$ cat src/rtl/word_gen_dispatch.sv
// Round-robin dispatcher: pops candidates from word_storage byte-serially and
// streams each one, with its IDs, to a single ready hash core.
module word_gen_dispatch #(
    parameter int unsigned N_CORES      = 4,
    parameter int unsigned WORD_MAX_LEN = 16,
    localparam int unsigned AW = (WORD_MAX_LEN > 1) ? $clog2(WORD_MAX_LEN) : 1,
    localparam int unsigned LW = $clog2(WORD_MAX_LEN + 1),
    localparam int unsigned IW = $clog2(N_CORES)
) (
    input  logic               CLK,
    input  logic               RESET,
    input  logic [7:0]         din,
    output logic [AW-1:0]      rd_addr,
    output logic               set_empty,
    input  logic               empty,
    input  logic [LW-1:0]      word_len,
    input  logic [15:0]        pkt_id,
    input  logic [15:0]        word_id,
    input  logic [31:0]        gen_id,
    input  logic               gen_end,
    input  logic [N_CORES-1:0] core_ready,
    output logic [N_CORES-1:0] core_wr_en,
    output logic [7:0]         core_dout,
    output logic               core_first,
    output logic               core_last,
    output logic [LW-1:0]      core_len,
    output logic [15:0]        core_pkt_id,
    output logic [15:0]        core_word_id,
    output logic [31:0]        core_gen_id,
    output logic               gen_end_out,
    output logic [31:0]        words_sent
);

    typedef enum logic [2:0] {IDLE, ARB, READ, GAP, END} state_t;

    state_t        state, state_n;
    logic [IW-1:0] rr_ptr, grant, grant_c;
    logic          found;
    logic [LW-1:0] cnt, eff_len;
    logic          issue, drain;
    logic          valid_q, first_q, last_q;

    // A zero-length word still occupies one strobe carrying a 0 byte.
    assign eff_len = (core_len == '0) ? LW'(1) : core_len;
    assign issue   = (state == READ) && (cnt < eff_len);
    assign drain   = (state == READ) && !issue;

    always_comb begin
        state_n = state;
        found   = 1'b0;
        grant_c = '0;
        for (int unsigned i = 0; i < N_CORES; i++) begin
            int unsigned idx;
            idx = 32'(rr_ptr) + i;
            if (idx >= N_CORES) idx = idx - N_CORES;
            if (!found && core_ready[idx[IW-1:0]]) begin
                found   = 1'b1;
                grant_c = idx[IW-1:0];
            end
        end
        case (state)
            IDLE:    if (!empty) state_n = gen_end ? END : ARB;
            ARB:     if (found) state_n = READ;
            READ:    if (drain) state_n = GAP;
            GAP:     state_n = IDLE;
            END:     state_n = GAP;
            default: state_n = IDLE;
        endcase
    end

    always_comb begin
        core_wr_en = '0;
        if (valid_q) core_wr_en[grant] = 1'b1;
    end

    assign core_dout   = (valid_q && core_len != '0) ? din : '0;
    assign core_first  = valid_q & first_q;
    assign core_last   = valid_q & last_q;
    assign set_empty   = drain || (state == END);
    assign gen_end_out = (state == END);

    always_ff @(posedge CLK or posedge RESET) begin
        if (RESET) begin
            state        <= IDLE;
            rr_ptr       <= '0;
            grant        <= '0;
            cnt          <= '0;
            rd_addr      <= '0;
            valid_q      <= 1'b0;
            first_q      <= 1'b0;
            last_q       <= 1'b0;
            core_len     <= '0;
            core_pkt_id  <= '0;
            core_word_id <= '0;
            core_gen_id  <= '0;
            words_sent   <= '0;
        end else begin
            state   <= state_n;
            valid_q <= issue;
            first_q <= issue && (cnt == '0);
            last_q  <= issue && (cnt == eff_len - LW'(1));
            case (state)
                ARB: begin
                    rd_addr <= '0;
                    cnt     <= '0;
                    if (found) begin
                        grant        <= grant_c;
                        core_len     <= word_len;
                        core_pkt_id  <= pkt_id;
                        core_word_id <= word_id;
                        core_gen_id  <= gen_id;
                    end
                end
                READ: begin
                    if (issue) begin
                        cnt <= cnt + LW'(1);
                        // rd_addr tracks cnt but holds at len-1
                        if ((cnt + LW'(1)) < core_len) rd_addr <= rd_addr + AW'(1);
                    end else begin
                        rr_ptr     <= (grant == IW'(N_CORES - 1)) ? '0 : grant + IW'(1);
                        words_sent <= words_sent + 32'd1;
                    end
                end
                GAP:     rd_addr <= '0;
                default: ;
            endcase
        end
    end

endmodule

$ cat config.mk
export PLATFORM = sky130hd
export DESIGN_NAME = word_gen_dispatch
export DESIGN_NICKNAME = d
export VERILOG_FILES = /design/src/rtl/word_gen_dispatch.sv
export SDC_FILE = /design/constraint.sdc
export NUM_CORES = 1
export LEC_CHECK = 0
export BUFFER_PORTS_ARGS = -buffer_cell sky130_fd_sc_hd__buf_2
export CORE_ASPECT_RATIO = 1.5
export CORE_UTILIZATION = 33
export CTS_CLUSTER_SIZE = 25
export DETAILED_ROUTE_END_ITERATION = 7
export GPL_TIMING_DRIVEN = 0
export PLACE_DENSITY = 0.68
export RECOVER_POWER = 50
export SETUP_SLACK_MARGIN = 0.3
export SYNTH_ARGS = -nofsm -noshare
export SYNTH_HDL_FRONTEND = slang
export SYNTH_SLANG_ARGS = --single-unit
$ cat constraint.sdc
create_clock -name CLK -period 7.7 [get_ports CLK]
set_input_delay 1.54 -clock CLK [delete_from_list [all_inputs] [get_ports CLK]]
set_output_delay 1.54 -clock CLK [all_outputs]
set_load 0.02 [all_outputs]
==> results summary, run 1 <==
The run finished, with violations left. The final reports fail on capacitance limit, slew limit. The classification of the worst setup path is reg2out.

The tightest hold margin is 0.461 ns. The worst endpoint required time is roughly 6 ns. 0 antenna diodes ended up in the layout. The normalized max-slew margin came out at -91.6%. Counting every sink on the clock net gives 120. In the post-synthesis netlist, the biggest area contributors are dfrtp_1 53%, mux2_2 12%, ha_1 4.0%. The highest clock rate came out at 0.200 GHz. The number of nets produced by synthesis came out at 557. The fraction of registers with async set/reset is 100%. The horizontal die dimension is 109 um. The number of primary I/O pins is about 200.

The number of hold buffers added after cts is 0. TritonCTS built the clock tree. The count of unique library cells instantiated by Yosys is 50. The TritonCTS buffer count came out at 17. The final weighted congestion in routability-driven placement came out at around 0.77. Setup repair after global routing left no endpoint under its margin.

The number of flops mapped to enable cells by yosys is 0. Max-cap violations in this run came to 1. The count of port buffers added during placement is roughly 210. The share of post-route cells with drive strength above 1 is 42.4%. For this design the ratio of total power to cell area is 402 mW/mm2. The number of design rule violations left after detail routing is 0. The post-CTS repair timing setup buffer count is 0. The final-report setup violation count is 0. The minimum clock period is 4.99 ns. The worst setup path is captured at an output pin. The total of warnings raised by yosys is 0. The post-detailed-placement cell area is 0.00697 mm2. The floorplan step set the die height to 162 um. The tightest min-delay check is of the reg2reg type.

In the layout the commonest cells are 180 x buf_2, 120 x dfrtp_1, 60 x mux2_2. Traced cell by cell, the critical path runs through nor4_1, nor2_1, inv_1, ha_1, nand2b_1, a21oi_1, o21ai_0, clkbuf_1, nand2_1, buf_2. The largest net degree at the start of global routing came out at 64. The clock passes through at most 2 buffers. The launching element of the worst setup path is core_len[1]$_DFFE_PP0P_. The initial antenna violation count came out at 0. The global-route wire length before repair came out at 21,300 um.

The final period utilization is approximately two thirds. The area growth from synthesis to layout is 31.8%. The largest driver fanout on the critical path is 10. The synthesized design spends more area on one cell type than any other, namely dfrtp_1. The count of standard-cell rows is 58. The transition time at the pin with the least slew margin came out at 2.86 ns. The number of levels the H-tree was split into is 4. Among all flip-flop cells after synthesis, the most frequent one is dfrtp_1.

The most common library cell in the layout ignoring fill and taps is buf_2. After detailed routing, the number of vias per cell comes to approximately 4.7. The quantity of gates resized following cts came out at 0.

The final clock skew is 0.0106 ns. The remaining global-route overflow came out at 0. The number of iterations in the first detailed-routing pass is 4. The clock transition at the registers of the reported paths came out at about 0.060 ns. The area share of the largest cell type after synthesis came out at between 50 and 60%. The arrival time reported for the critical path endpoint is about 3.5 ns.

The analysis attributes to cell leakage a power of roughly 0.0037 uW. The post-layout instance area is 0.00745 mm2. The via count of the first global-routing pass came out at ~4,300. The post-synthesis cell count is 454. The total length of routed wires is 13,100 um. The number of design-rule violations left by the first detailed-router iteration came out at 86. The biggest cell delay along the critical path came out at roughly 0.93 ns. Summed over all nets, the half-perimeter wirelength after detailed placement is between 9000 and 10,000 um.

The die covers 0.0177 mm2. The register bit count reported by yosys came out at between 100 and 150. The sequential share of the synthesized area is between 50% and 60%. The cell at the root of the clock tree is clkbuf_16. In this run the most critical hold path is launched from words_sent[31]$_DFFE_PP0P_. The layout net count came out at 782.

The total count of max-transition violations in the final report was 63. The startpoint identified for the worst register-to-register timing path is core_len[1]$_DFFE_PP0P_. The setup total negative slack is 0 ns. In this run the mean area of a mapped cell was 12.4 um2.

The number of antenna-violating nets in the routed design is 0. The type of origin of the critical path is a flip-flop. The final count of hold timing violations came out at 0.

The later pin in the worst-skew pair is clocked with a latency of 0.41 ns. The mapped cell area is 0.00565 mm2. The cell with the largest stage delay on the worst path is o21ai_0. The floorplan core area is 0.0168 mm2.

The peak ir drop on the vdd network came out at 281 uV. Once the floorplan was initialized, standard cells occupied 33.7% of the core. The per-cell routed wire length is between 10 and 15 um. The overall via count from detail_route is 4,231. The global-route total usage across every layer is 15.7%.
state kept, by name (all words and copies together) (netlist names):
signal        cells
rr_ptr            2
core_gen_id      32
rd_addr           4
cnt               5
state             3
core_len          5
first_q           1
valid_q           1
core_word_id     16
core_pkt_id      16
last_q            1
words_sent       32
grant             2
layout make-up:
type                            instances  area [um2]
Timing Repair Buffer                  206        1020
Clock buffer                           19         453
Inverter                               23        87.6
Fill cell                            1618        9320
Tap cell                              210         263
Sequential cell                       120        3000
Buffer                                 13        85.1
Clock inverter                         12         128
Multi-Input combinational cell        298        2410
path summary, 6_finish.rpt:
kind / endpoint / slack (ns) / cells after the start
min in group asynchronous: words_sent[19]$_DFFE_PP0P_ / 1.94 / 2
max in group asynchronous: core_word_id[9]$_DFFE_PP0P_ / 4.46 / 2
min reg2reg: words_sent[31]$_DFFE_PP0P_ / 0.46 / 1
min: words_sent[31]$_DFFE_PP0P_ / 0.46 / 1
max reg2reg: rr_ptr[1]$_DFFE_PP0P_ / 4.46 / 9
max: set_empty / 2.71 / 10
Yosys cell counts, types with 3 or more instances:
library cell	count
a21oi_1	6
and3_1	4
nor2_1	16
ha_1	18
buf_4	5
xnor2_1	22
o21ai_0	18
mux2i_1	10
xor2_1	18
mux2_1	6
nand3_1	14
and2_1	14
nor4_1	5
nand4_1	6
buf_2	3
mux2_2	60
nor3_1	8
nor4_2	7
nand2b_1	7
inv_1	23
dfrtp_1	120
buf_6	3
nand2_1	25
layer usage:
metal | routed length (um) | share of wire [%] | GRT usage [%] | vias to the layer above
met5 | 0 | 0 | 0 | -
met4 | 150 | 1.1 | 5.59 | 0
met2 | 6930 | 53 | 27.5 | 150
li1 | - | - | - | 2032
met3 | 863 | 6.6 | 5.30 | 13
met1 | 5170 | 39 | 17.5 | 2036
where the power goes:
group | internal, uW | switching (uW) | leakage, uW
clock network | 489 | 288 | 0.000277
logic | 502 | 692 | 0.00189
registers | 862 | 157 | 0.00150
total | 1850 | 1140 | 0.00367
metrics by stage:
step	total power, uW	util, %	setup WS [ns]	std cells
after floorplan	1870	-	2.97	454
after global placement	2240	41.4	1.35	869
after detailed placement	2280	41.6	4.00	870
after CTS	3070	45.1	3.55	901
after global routing	3190	44.4	2.36	901
final	2990	44.4	2.71	901
critical path: cells and delay by family, from the launching register on:
kind            cells  cell delay [ns]
buf+inv             3             0.70
simple gates        4             0.69
fa+ha+maj           1             0.13
flops               1             0.43
compound gates      2             1.07
cells by family (layout without fill, tap and decap cells):
logic type | count (synthesis) | in the layout | synth area share [%]
muxes | 76 | 76 | 14.9
and+or+nand+nor | 125 | 125 | 13.9
xor gates and xnor gates | 40 | 40 | 6.20
DFF | 120 | 120 | 53.1
buffers and inverters | 36 | 273 | 3.19
AOI/OAI and AO/OA | 39 | 39 | 4.69
adders and majority gates | 18 | 18 | 3.99
Note: power is estimated with default switching activity, not from simulation.
==> run 2: changes to the inputs <==
- clock period: 7.7 -> 5.1 ns (I/O delays scaled with it)
==> results summary, run 2 (same netlist as run 1, synthesis figures left out) <==
The run finished, with violations left. The checks that failed: capacitance limit, slew limit. The final count of hold timing violations is 0. In this run, the number of DRC markers left after iteration 0 of detailed routing was 92.

The TritonCTS clock tree is done. Setup violations remaining at the end of the flow were counted as 0. Clock-pin slew was measured on the worst setup and hold paths at ~0.060 ns. The largest driver fanout on the critical path came out at 10. Clock tree synthesis inserted a total of 17 buffers. The number of design rule violations left after detail routing is 0. The global-route total usage across every layer came out at 15.7%. The remaining global-route overflow came out at 0.

Leaving out fill and tap cells, the most frequent cell in the layout is buf_2. The footprint of the multi-input gates is ~0.0025 mm2. The total length of routed wires came out at 13,100 um.

The final design utilization is ~45%. The diode insertion count for antenna repair came out at 0. In the layout the commonest cells are 150 x buf_2, 120 x dfrtp_1, 60 x mux2_2, 60 x clkbuf_1, 25 x nand2_1. The worst reg2reg path depth came out at 10. The area growth from synthesis to final layout is 32.2%. The cell count after placement came out at 870. Hold repair after CTS inserted 0 buffers. The highest clock rate is 0.280 GHz. The transition time at the pin with the least slew margin came out at 2.86 ns. Once the clock tree was built, the setup fixing pass inserted 0 buffers. For this run, the detailed router's first-pass iteration total came to 5. The count of port buffers added during placement came out at 205. The clock net sink count came out at between 100 and 150. At the worst endpoint, the required time is 4.08 ns. The final-layout fill cell count is ~1,600. During I/O placement, the number of pins put on the boundary was 206. The floorplan core area came out at about 0.017 mm2. For the worst-skew pair, the clock arrives at the later sink with an insertion delay of 0.41 ns. The maximum number of buffers from clock root to sink came out at 2. The per-cell routed wire length is 14.5 um. The number of max-cap violations is 1.

The largest registers in the layout are core_gen_id x32, words_sent x32. The met1 track demand over resource in global routing came out at around 17%. The horizontal die dimension came out at between 100 and 150 um.

The via count of the first global-routing pass is 4,345. In this run the most used layer during global routing was met2. The worst path uses between 70% and 80% of the clock period. The post-detailed-placement cell area is 0.00697 mm2. In this run the power density over the cells is 604 mW/mm2. The capturing element type of the critical path is an output pin.

The arrival time reported for the critical path endpoint is about 2.6 ns. The minimum clock period came out at 3.58 ns. Setup repair after global routing left no endpoint under its margin. The overall via count from detail_route came out at 4,220. The area enclosed by the die boundary is roughly 0.018 mm2.

The initial antenna violation count came to 0. The via density per instance came out at 4.68. On the final layout, the worst hold slack is ~0.46 ns. In this run the vertical extent of the chip is around 160 um.

The final weighted congestion in routability-driven placement came out at 0.765. The peak ir drop on the vdd network is 418 uV. The final clock skew came out at 0.0104 ns.

The total count of max-transition violations in the final report is 63. The initial standard-cell utilization of the core came out at 33.7%. The routing usage on met2 came out at 27.5%. The min-delay analysis places its worst path in the category reg2reg.

For this run, global-route usage on met3 was measured as about 5.3%. The standby leakage power is 0.00359 uW. The global-route wire length before repair is about 21,000 um. The count of standard-cell rows is 58.

The final total power is 4510 uW. The tree is rooted in a clkbuf_16. The number of antenna-violating nets in the routed design is 0. The largest net degree at the start of global routing is 64.

The number of non-filler instances in the completed layout is 901. The type of origin of the critical path is a flip-flop. Along the worst hold path, the cell count comes to 1.

The number of levels the H-tree was split into is 4. The normalized max-slew margin came out at -91.8%. The critical path is of the reg2out type. The post-layout instance area is 0.00747 mm2. The combined flip-flop and latch cell area came out at between 0.003 and 0.004 mm2. The layout net count is 782.

After clock tree synthesis, the repair step resized 0 gates. Of the cells placed in the final design, the portion with a size suffix greater than 1 is 39.2%. The HPWL after detailed placement is 9940 um.
run 2: cell count changes in the layout (fill, tap and decap cells not counted), moves of 3 or more:
cell	before	now
buf_2	180	150
nor4_1	9	6
nor4_2	3	6
clkbuf_1	31	60
run 2: where the power goes:
group | internal, uW | total (uW) | switching, uW
clock | 739 | 1170 | 435
sequential | 1300 | 1540 | 241
combinational | 731 | 1790 | 1060
total | 2770 | 4510 | 1740
run 2: final cells by class:
class / instances / area share (%)
inverter: 23 / 1.17
tap: 210 / 3.52
sequential: 120 / 40.2
multi-input combinational: 298 / 32.9
clock buffer: 19 / 6.06
buffer: 13 / 1.26
clock inverter: 12 / 1.71
timing repair buffer: 206 / 13.1
run 2: metrics by stage:
stage / setup slack, ns / setup TNS (ns)
floorplan: 0.894 / 0
global placement: -0.734 / -86.84
detailed placement: 1.92 / 0
CTS: 1.47 / 0
global route: 1.28 / 0
finish: 1.52 / 0
run 2: path summary, 6_finish.rpt:
| path | startpoint | end | slack [ns] |
|---|---|---|---|
| max in group asynchronous | RESET | core_word_id[9]$_DFFE_PP0P_ | 2.38 |
| worst max register to register | core_len[2]$_DFFE_PP0P_ | cnt[2]$_DFFE_PP0P_ | 2.73 |
| worst min register to register | words_sent[31]$_DFFE_PP0P_ | words_sent[31]$_DFFE_PP0P_ | 0.46 |
| worst max-delay path | core_len[1]$_DFFE_PP0P_ | set_empty | 1.52 |
| worst min-delay path | words_sent[31]$_DFFE_PP0P_ | words_sent[31]$_DFFE_PP0P_ | 0.46 |
| min in group asynchronous | RESET | words_sent[24]$_DFFE_PP0P_ | 1.42 |
run 2: worst max-delay path: stages, from the launching register on:
cell	delay [ns]
dfrtp_1	0.43
nor4_1	0.38
nor2_1	0.10
inv_1	0.07
ha_1	0.13
nand2b_1	0.11
a21oi_2	0.12
o21ai_4	0.37
buf_6	0.21
nand2_1	0.07
buf_2	0.16
run 2: routing by layer:
| metal | share of wire, % | wire, um |
|---|---|---|
| met2 | 53 | 6910 |
| met4 | 1.3 | 170 |
| met1 | 40 | 5190 |
| met3 | 6.2 | 814 |
| met5 | 0 | 0 |
==> run 3: changes to the inputs <==
- ABC_AREA: not set -> 1
- PLACE_DENSITY: 0.68 -> 0.69
- clock period: 5.1 -> 3.19 ns (I/O delays scaled with it)
==> results summary, run 3 <==
The standby leakage power came out at 0.00449 uW. The global-route wire length before repair came out at 28,100 um. The final clock skew is 0.0116 ns. The total count of max-transition violations in the final report came out at 78. The maximum number of buffers from clock root to sink came out at 2.

Synthesis inferred 120 register bits. Averaged over all synthesized cells, the footprint is 7.55 um2. The via density per instance is 4.54. The most used standard cell by instance count after synthesis is nand2_1. The number of primary I/O pins came out at ~210. The initial antenna violation count is 0.

The capturing element type of the critical path is an output pin. The arrival time reported for the critical path endpoint came out at roughly 2.1 ns. The area growth from synthesis to layout is 33.6%. The number of design rule violations left after detail routing came out at 0.

The detail route stage leaves a number of antenna-violating nets equal to 0. The remaining global-route overflow is 0. The class of the tightest hold or removal check is in2async. The checks that failed: capacitance limit, slew limit. The fraction of registers with async set/reset is 100%. The number of levels the H-tree was split into is 4. The per-cell routed wire length came out at about 13 um. The final period utilization is 86.4%. Setup violations remaining at the end of the flow were counted as 0. STA classifies the critical path startpoint as a flip-flop. The worst setup path is of the reg2out kind. The initial standard-cell utilization of the core is between 30% and 40%. The first routing iteration left between 300 and 400 violations. Summing the areas of all compound-gate instances in the mapped netlist gives under 10% of the synthesized area. The commonest cells after synthesis are 379 x nand2_1, 120 x dfrtp_1, 72 x inv_1. The final design utilization is 45.6%.

The clock transition at the registers of the reported paths came out at 0.06 ns. The area share of the largest cell type after synthesis is 48.6%. The share of post-route cells with drive strength above 1 came out at 21.8%.

Summing the areas of all fa, ha and maj instances in the mapped netlist gives 3.65% of the synthesized area. After synthesis, the largest family of logic cells by area is simple AND/OR/NAND/NOR gates. The final count of hold timing violations came to 0. The prevailing post-synth register cell is dfrtp_1.

The clock net sink count is 120. The final weighted congestion in routability-driven placement is 0.931. Setup repair after global routing left no endpoint under its margin. The first TritonRoute pass finished after 4 iterations. Power spread over the standard cell area amounts to around 940 mW/mm2. For this block, the via count after detailed routing is between 5,000 and 6,000. Entering global routing, the biggest net connects 42 pins. By area the synthesized netlist is led by dfrtp_1 49%, nand2_1 23%, inv_1 4.4%.

The total length of routed wires is 17,500 um. The fraction of synthesized cell area in xor and xnor cells is 3.55%. The run finished, with violations left. The horizontal die dimension is 114 um. In the synthesized netlist, mux cells make up 0% of the area.

In this run the power spent charging and discharging nets is 3340 uW. The transition time at the pin with the least slew margin is roughly 1.8 ns. The count of standard-cell rows is 60. The proportion of total power due to net switching came out at 43.1%.

The sequential share of the synthesized area came out at approximately 49%. The largest driver fanout on the critical path came out at 6. The post-detailed-placement cell area is 0.00757 mm2. The via count of the first global-routing pass came out at 5,908.

The root buffer cell chosen for the clock tree is clkbuf_16. The count of unique library cells instantiated by Yosys is 27. TritonCTS built the clock tree. The clock latency at the later pin of the worst-skew pair is 0.42 ns.

The die is 170 um tall. The global-route total usage across every layer came out at 18.9%. The portion of total power attributed to sequential cells came out at 30.9%. The number of nets produced by synthesis is 921. Measured against its own limit, the worst slew margin works out to -18.9%. The portion of total power attributed to combinational logic is 43.1%.

For the worst setup path, the data required time is 2.55 ns. The count of port buffers added during placement is 205. The library cell used most frequently in the layout, excluding fill and tap cells, is nand2_1.

The HPWL after detailed placement is 13,400 um. The setup total negative slack is 0 ns. The floorplan core area is 0.0181 mm2. After Yosys synthesis, and, or, nand and nor cells account for 33.5% of the synthesized area. In the layout the commonest cells are 376 x nand2_1, 150 x buf_2, 118 x dfrtp_1. The minimum clock period came out at 2.76 ns. The area enclosed by the die boundary came out at 0.0193 mm2. The mapped cell area is 0.00617 mm2.

The post-synthesis cell count is ~800. The largest registers in the layout are core_gen_id x32, words_sent x32. The number of max-cap violations is 2.

The internal power contribution came out at 4420 uW. In this run, the clock network consumes 25.9% of the power. Yosys printed 0 warnings. The post-layout instance area is around 0.0083 mm2. The number of hold buffers added after cts came out at 0. In this run, synthesis inferred 0 flip-flops with an integrated enable.

The peak ir drop on the vdd network came out at around 460 uV. The TritonCTS buffer count is 17. The leading area contributor after synthesis is dfrtp_1. The layout net count came out at approximately 1,200. The highest clock rate came out at 0.363 GHz.
## run 3: changes by cell type after synthesis, moves of 14 or more
cell     before  now
nand2_1      25  379
mux2_2       60    0
inv_1        23   72
nor2_1       16   60
nand3_1      14   37
xnor2_1      22    5
and2_1       14    0
## run 3: kinds of logic after synthesis
kind of cell | after synthesis
buffers and inverters | 97
AOI/OAI and AO/OA | 42
xor gates and xnor gates | 25
and+or+nand+nor | 516
adders and majority gates | 18
DFF | 120
## run 3: critical path, stage by stage, from the launching register on
cell and delay [ns]:
dfrtp_1 0.47, ha_1 0.36, nand2_1 0.09, inv_1 0.04, o21bai_1 0.19, nand3_2 0.11, nand2_2 0.09, buf_6 0.10
buf_8 0.09, nand2_4 0.04, buf_6 0.12
## run 3: final cells by class
cell class | count | area (um2)
Buffer | 21 | 165
Clock buffer | 17 | 425
Sequential cell | 120 | 3010
Clock inverter | 15 | 189
Inverter | 76 | 287
Antenna cell | 1 | 2.50
Tap cell | 248 | 310
Fill cell | 1871 | 9840
Timing Repair Buffer | 219 | 1080
Multi-Input combinational cell | 601 | 2780
## run 3: path summary, 6_finish.rpt
kind	startpoint	to	slack (ns)	cells past startpoint
setup reg to reg	cnt[4]$_DFFE_PP0P_	words_sent[28]$_DFFE_PP0P_	0.82	11
hold / removal	RESET	core_gen_id[12]$_DFFE_PP0P_	0.25	2
min in group CLK	word_id[9]	core_word_id[9]$_DFFE_PP0P_	0.41	3
setup / recovery	cnt[2]$_DFFE_PP0P_	set_empty	0.43	10
hold reg to reg	core_gen_id[28]$_DFFE_PP0P_	core_gen_id[28]$_DFFE_PP0P_	0.47	2
max in group asynchronous	RESET	words_sent[15]$_DFFE_PP0P_	0.72	3
## run 3: power groups by stage
stage | combinational, uW | clock, uW | sequential, uW
global placement | 3230 | 0 | 2400
CTS | 3410 | 2060 | 2400
global route | 3790 | 2130 | 2480
floorplan | 1710 | 0 | 2910
finish | 3350 | 2010 | 2400
detailed placement | 3320 | 0 | 2400
## run 3: layer usage
metal  wire, um  global-route usage, %  vias up
li1           -                      -     3005
met1       6730                   19.9     2744
met2       9010                   33.8      192
met3       1010                   5.43       48
met4        707                   10.1        0
met5          0                      0        -
## run 3: metrics by stage
step | cells | total power [uW] | hold slack (ns) | setup WS, ns
2_1_floorplan | 818 | 4630 | 0.499 | 0.697
3_3_place_gp | 1271 | 5630 | 0.458 | 0.181
3_5_place_dp | 1274 | 5720 | 0.460 | 0.253
4_1_cts | 1313 | 7870 | 0.185 | 0.309
5_1_grt | 1317 | 8390 | 0.264 | 0.249
6_report | 1318 | 7770 | 0.249 | 0.433
## run 3: repair_timing
action / CTS / global route
setup buffers: 7 / 4
endpoints found under the setup margin: 1 / 1
resized for setup: 9 / 10
pin swaps: 1 / 4
